**src/rtl/bexkat1_pkg.sv**
```systemverilog
// Shared bexkat1 types: arbiter grant state and last-grant encoding.
package bexkat1_pkg;

  typedef enum logic [1:0] {
    ARB_IDLE = 2'd0,
    ARB_INS  = 2'd1,
    ARB_DAT  = 2'd2
  } arb_state_t;

  typedef enum logic {
    GRANT_INS = 1'b0,
    GRANT_DAT = 1'b1
  } grant_t;

  localparam int COUNT_W = 4;

endpackage

```
**src/rtl/bus_arb2.sv**
```systemverilog
// Two-master pipelined Wishbone arbiter (instruction/data) with a registered
// grant and a per-grant cap on outstanding, un-acked requests.
module bus_arb2
  import bexkat1_pkg::*;
#(
  parameter int MAX_OUT = 8
) (
  input  logic        clk_i,
  input  logic        rst_i,
  input  logic [31:0] ins_adr_i,
  input  logic        ins_cyc_i,
  input  logic        ins_stb_i,
  output logic        ins_stall_o,
  output logic        ins_ack_o,
  output logic [31:0] ins_dat_o,
  input  logic [31:0] dat_adr_i,
  input  logic        dat_cyc_i,
  input  logic        dat_stb_i,
  input  logic        dat_we_i,
  input  logic [3:0]  dat_sel_i,
  input  logic [31:0] dat_dat_i,
  output logic        dat_stall_o,
  output logic        dat_ack_o,
  output logic [31:0] dat_dat_o,
  output logic [31:0] adr_o,
  output logic        cyc_o,
  output logic        stb_o,
  output logic        we_o,
  output logic [3:0]  sel_o,
  output logic [31:0] dat_o,
  input  logic        ack_i,
  input  logic        stall_i,
  input  logic [31:0] dat_i
);

  localparam logic [COUNT_W-1:0] MAX_CNT = COUNT_W'(MAX_OUT);

  arb_state_t         state_reg, state_next;
  grant_t             last_grant_reg, last_grant_next;
  logic [COUNT_W-1:0] count_reg, count_next;
  logic               full;
  logic               accept;
  logic               ack_ok;

  assign full   = (count_reg == MAX_CNT);
  assign accept = stb_o & ~stall_i;
  // Acks with nothing outstanding are stray and must not reach a master.
  assign ack_ok = ack_i & (count_reg != '0);

  assign ins_dat_o = dat_i;
  assign dat_dat_o = dat_i;

  always_ff @(posedge clk_i) begin
    if (rst_i) begin
      state_reg      <= ARB_IDLE;
      last_grant_reg <= GRANT_INS;
      count_reg      <= '0;
    end else begin
      state_reg      <= state_next;
      last_grant_reg <= last_grant_next;
      count_reg      <= count_next;
    end
  end

  always_comb begin
    state_next      = state_reg;
    last_grant_next = last_grant_reg;
    count_next      = count_reg;
    unique case (state_reg)
      ARB_IDLE: begin
        count_next = '0;
        // On a tie the master that did not hold the bus last wins.
        if (dat_cyc_i && (!ins_cyc_i || last_grant_reg == GRANT_INS))
          state_next = ARB_DAT;
        else if (ins_cyc_i)
          state_next = ARB_INS;
      end
      ARB_INS, ARB_DAT: begin
        if ((state_reg == ARB_INS && !ins_cyc_i) ||
            (state_reg == ARB_DAT && !dat_cyc_i)) begin
          state_next      = ARB_IDLE;
          last_grant_next = (state_reg == ARB_INS) ? GRANT_INS : GRANT_DAT;
          count_next      = '0;
        end else if (accept && !ack_ok) begin
          count_next = count_reg + 1'b1;
        end else if (ack_ok && !accept) begin
          count_next = count_reg - 1'b1;
        end
      end
      default: state_next = ARB_IDLE;
    endcase
  end

  always_comb begin
    adr_o       = '0;
    cyc_o       = 1'b0;
    stb_o       = 1'b0;
    we_o        = 1'b0;
    sel_o       = '0;
    dat_o       = '0;
    ins_stall_o = 1'b1;
    ins_ack_o   = 1'b0;
    dat_stall_o = 1'b1;
    dat_ack_o   = 1'b0;
    unique case (state_reg)
      ARB_INS: begin
        adr_o       = ins_adr_i;
        cyc_o       = ins_cyc_i;
        stb_o       = ins_stb_i & ~full;
        sel_o       = 4'hf;
        ins_stall_o = stall_i | full;
        ins_ack_o   = ack_ok;
      end
      ARB_DAT: begin
        adr_o       = dat_adr_i;
        cyc_o       = dat_cyc_i;
        stb_o       = dat_stb_i & ~full;
        we_o        = dat_we_i;
        sel_o       = dat_sel_i;
        dat_o       = dat_dat_i;
        dat_stall_o = stall_i | full;
        dat_ack_o   = ack_ok;
      end
      default: ;
    endcase
  end

endmodule
```
**config.mk**
```make
export PLATFORM = sky130hd
export DESIGN_NAME = bus_arb2
export DESIGN_NICKNAME = d
export VERILOG_FILES = /design/src/rtl/bexkat1_pkg.sv /design/src/rtl/bus_arb2.sv
export SDC_FILE = /design/constraint.sdc
export NUM_CORES = 1
export LEC_CHECK = 0
export CORE_AREA = 3 3 107 109
export CTS_CLUSTER_SIZE = 8
export DETAILED_ROUTE_END_ITERATION = 7
export DIE_AREA = 0 0 110 112
export GPL_ROUTABILITY_DRIVEN = 0
export HOLD_SLACK_MARGIN = 0.05
export PLACE_DENSITY_LB_ADDON = 0.3
export SLEW_MARGIN = 20
export SYNTH_ARGS = -nofsm -noshare
export SYNTH_HDL_FRONTEND = slang
export SYNTH_SLANG_ARGS = --single-unit
```
**constraint.sdc**
```tcl
create_clock -name clk_i -period 7.5 [get_ports clk_i]
set_clock_uncertainty 0.15 [all_clocks]
set_input_delay 1.875 -clock clk_i [delete_from_list [all_inputs] [get_ports clk_i]]
set_output_delay 1.875 -clock clk_i [all_outputs]
set_load 0.05 [all_outputs]
```
==> Word level (Yosys, flattened, before mapping) <==
Cells that the tools add are included.
{ "classes": {"addsub": 2, "eq_ne": 6, "muxes": 19, "bitwise_logic": 8, "reduce_logical": 18} }
{ "ops": {"columns": ["op", "n"], "rows": [
  ["32-bit one-hot mux with 2 select lines", 1],
  ["32-bit 2-to-1 mux", 1],
  ["4-bit one-hot mux with 2 select lines", 2],
  ["4-bit 2-to-1 mux", 3],
  ["1-bit 2-to-1 mux", 6],
  ["2-bit 2-to-1 mux", 3],
  ["2-bit AND reduction", 3],
  ["1-bit logical AND", 5],
  ["4-bit by 1-bit adder with 4-bit output (second input constant)", 1],
  ["1-bit bitwise AND", 4],
  ["4-bit == test (second input constant)", 1],
  ["1-bit zero test", 4],
  ["4-bit inequality test (second input constant)", 1],
  ["1-bit one-hot mux with 2 select lines", 2],
  ["2-bit one-hot mux with 2 select lines", 1],
  ["4-bit nonzero test", 1],
  ["4-bit by 1-bit subtractor with 4-bit output (second input constant)", 1],
  ["3-bit inequality test (second input constant)", 1],
  ["1-bit inverter", 3],
  ["2-bit by 1-bit == test with 1-bit output (second input constant)", 1],
  ["2-bit == test (second input constant)", 1],
  ["2-bit zero test", 1],
  ["1-bit logical OR", 2],
  ["2-bit inequality test (second input constant)", 1],
  ["other kinds (3)", 3]
]} }
{ "word_totals": {"register_bits": 7, "inputBits": 141, "elab_cells": 56} }

==> Logic depth before layout (Yosys ltp) <==
{ "depth": {"ltp_word": 11, "mapped_depth": 12, "depth_no_buf": 11} }

==> Worst setup path after synthesis <==
OpenSTA, ideal clock, no wires.
{ "synth_path": {"path_type": "input -> output", "start": "input port dat_stb_i", "end": "output port stb_o", "t_arrival_ns": 2.825, "t_required_ns": 5.475, "slack_ns": 2.650, "path_stages": 3, "n_path_buf": 0, "cell_sequence": "mux2_2 > nand2_1 > a21oi_1"} }
{ "synth_via": {"elab_chain_len": 2} }
{ "synth_lines": {"columns": ["element", "line", "rtl"], "rows": [
  ["start: declaration", "bus_arb2.sv:18", "input logic dat_stb_i,"],
  ["1-bit bitwise AND", "bus_arb2.sv:117", "stb_o = dat_stb_i & ~full;"],
  ["1-bit one-hot mux with 2 select lines", "bus_arb2.sv:105", "unique case (state_reg)"],
  ["end: declaration", "bus_arb2.sv:27", "output logic stb_o,"]
]} }
No other way between the ends.

==> Worst setup path after layout <==
{ "layout_path": {"start": "input port dat_cyc_i", "end": "output port cyc_o"} }
{ "layout_via": {"elab_chain_len": 1} }
{ "layout_lines": {"columns": ["element", "line", "rtl"], "rows": [
  ["start: declaration", "bus_arb2.sv:17", "input logic dat_cyc_i,"],
  ["1-bit one-hot mux with 2 select lines", "bus_arb2.sv:105", null],
  ["end: declaration", "bus_arb2.sv:26", "output logic cyc_o,"]
]} }
No other way between the ends.

==> results.txt <==
Min-Delay Endpoint - count_reg[2]
Crit Path Category - primary input to primary output
PD cells - 287 nW/µm²
RR Endpoint - count_reg[3]
# diodes - 0
reg-to-reg setup timing slack - 4.50 ns
first-pass GRT wire length - 10700 µm
Hold Fails Final Rpt - 0
CP arrival - 3.54 ns
Root Driver - clkbuf_8
# Max-Cap Violations - 0
TritonCTS clock tree - done
hold buffer count at CTS - 0
Ys Warns - 0
Post-route DRC - 0
Area Overhead vs Synth - 82.9%
Total Nets Final - 521
Cell Area, Synth - 1850 µm²
CP top delay family - buffers and inverters
peak supply drop - 0.146 mV
worst hold-check path type - flip-flop to flip-flop
most frequent cells in the layout - clkdlybuf4s50_1, nor2b_1, and2_1
Clock Path Buffers - 2
antenna viol nets, final - 0
Core Area - 10700 µm²
GRT overflow - 0
Worst-path clk slew - 0.04 ns
pre-CTS setup slack - 1.88 ns
clk_lat worst skew - 0.23 ns
Tmin final - 5.57 ns
post-CTS setup buffer count - 0
Leakage - 1.14 nW
utilization after layout - 31.6%
final setup fails - 0
cell taking the most area after synthesis - buf_4
RSZ-0062 raised after global routing - false
most frequent CP cell - clkdlybuf4s50_1
Mapped Nets - 411
Initial Utilization - 17.3%
pin count of the biggest net entering global routing - 42
Via-to-Cell Ratio - 4.15
syn_area_per_cell - 7.08 µm²
Final HPWL DP - 6050 µm
Crit path buffers/inverters - 2
DIE HEIGHT - 112 µm
vias in the first global route - 2190
clk sinks - 7
drt first-iter violations - 60
fin crit share - 74.2%
routed vias - 2117
register area share after synthesis - 7.59%
die extent in x - 110 µm
CP peak stage delay - 0.84 ns
Worst Setup End Kind - primary output
first drt pass iteration count - 4
initial antenna violation count - 0
WL/cell - 14.4 µm
commonest non-fill, non-tap cell in the layout - clkdlybuf4s50_1
Least-Margin Pin Slew - 0.604 ns
Worst Setup Start Kind - primary input
die area - 12300 µm²
setup TNS - 0 ns
GRT Overall Usage - 10.8%
FF-to-FF Start - state_reg[1]
area share of the largest cell type after synthesis - 26.0%
CTS-repair resized insts - 0
CTS Buf Count - 3
hold path cells - 2
max_slew headroom - 59.7%
Reg2Reg Depth - 10
Hold Path Origin - count_reg[2]
Yosys reg bits - 7
PortBufs - 183
fillers - 1139
CP required - 5.48 ns
max FFs per register - 4
Distinct cells, synth - 34
CP Max Fanout - 6
largest cells by area after synthesis - buf_4, a22oi_1, nor2b_1
FP Rows - 38
fin. max-slew vios - 0
depth of the CTS H-tree - 1
critical-path cell list - clkdlybuf4s50_1 > a22oi_1 > nor2b_1 > clkdlybuf4s50_1
status - complete, no violations
share of cells above drive strength 1 - 2.97%
final worst slack - 1.93 ns
fmax - 180 MHz
cell count after synthesis - 261
Slowest cell on crit path - clkdlybuf4s50_1
final wirelength - 7360 µm
# IOs - 280
==> kinds of logic after synthesis <==
family / after synthesis / synth area share (%)
AND/OR/NAND/NOR: 99 / 32.5
buffers and inverters: 88 / 31.0
AO/OA/AOI/OAI: 55 / 20.8
adder cells (fa/ha/maj): 9 / 6.50
flip-flops: 7 / 7.59
multiplexers: 2 / 1.15
XOR/XNOR: 1 / 0.474
==> cells in the mapped netlist, drive strengths merged <==
master and number:
buf 65, and2 35, mux2 1, and3 2
or4 3, a2bb2oi 1, a22oi 33, a21oi 12
clkbuf 16, nor3 1, ha 8, mux2i 1
nand3 3, nor2 3, fa 1, inv 7
o21a 1, nor3b 1, or3 1, a31oi 2
a41o 1, nand2b 2, dfxtp 7, xor2 1
o21ai 2, nand4 2, a2111o 1, a21boi 1
nor2b 38, a211o 1, nand2 8
==> power breakdown <==
| part | switching, mW | internal (mW) |
|---|---|---|
| registers | 0.00943 | 0.0457 |
| clock network | 0.0186 | 0.0370 |
| logic | 0.528 | 0.332 |
==> per-stage QoR <==
stage	instances	hold slack, ns	instance area, µm²	power [mW]
after floorplan	261	0.300	1850	0.729
after global placement	506	0.322	3330	0.920
after detailed placement	506	0.327	3330	0.927
after CTS	510	0.336	3380	0.986
after global routing	510	0.388	3380	1.04
final	510	0.340	3380	0.970
==> how the worst max path moves through the flow <==
stage	from	endpoint	slack, ns	depth (start not counted)
5_1_grt	dat_cyc_i	cyc_o	1.83	4
3_3_place_gp	dat_cyc_i	cyc_o	1.89	4
6_report	dat_cyc_i	cyc_o	1.93	4
3_5_place_dp	dat_cyc_i	cyc_o	1.88	4
4_1_cts	dat_cyc_i	cyc_o	1.88	4
2_1_floorplan	dat_stb_i	stb_o	2.65	3
==> layer usage <==
layer / share of wire [%] / vias up / wire, µm / track usage, %
met2: 55 / 136 / 4070 / 22.8
met1: 32 / 943 / 2350 / 9.84
met5: 0 / - / 0 / 0
met3: 12 / 5 / 910 / 3.30
li1: - / 1033 / - / -
met4: 0.31 / 0 / 23 / 1.16
==> worst reg2reg max path: cells and delay by family, from the launching register on <==
kind,cells,cell delay (ns)
AOI/OAI and AO/OA,4,0.94
adders and majority gates,3,1.00
buffers and inverters,2,0.19
DFF,1,0.41
and+or+nand+nor,1,0.22
==> cell type report <==
type | instances | area [µm²] | share of cell area, %
well taps | 140 | 175 | 5.19
inverters | 7 | 26.3 | 0.778
repair buffers | 186 | 1850 | 54.9
clock buffers | 4 | 45.0 | 1.33
flip-flops and latches | 7 | 140 | 4.15
multi-input cells | 166 | 1140 | 33.7
Note: power is estimated with default switching activity, not from simulation.
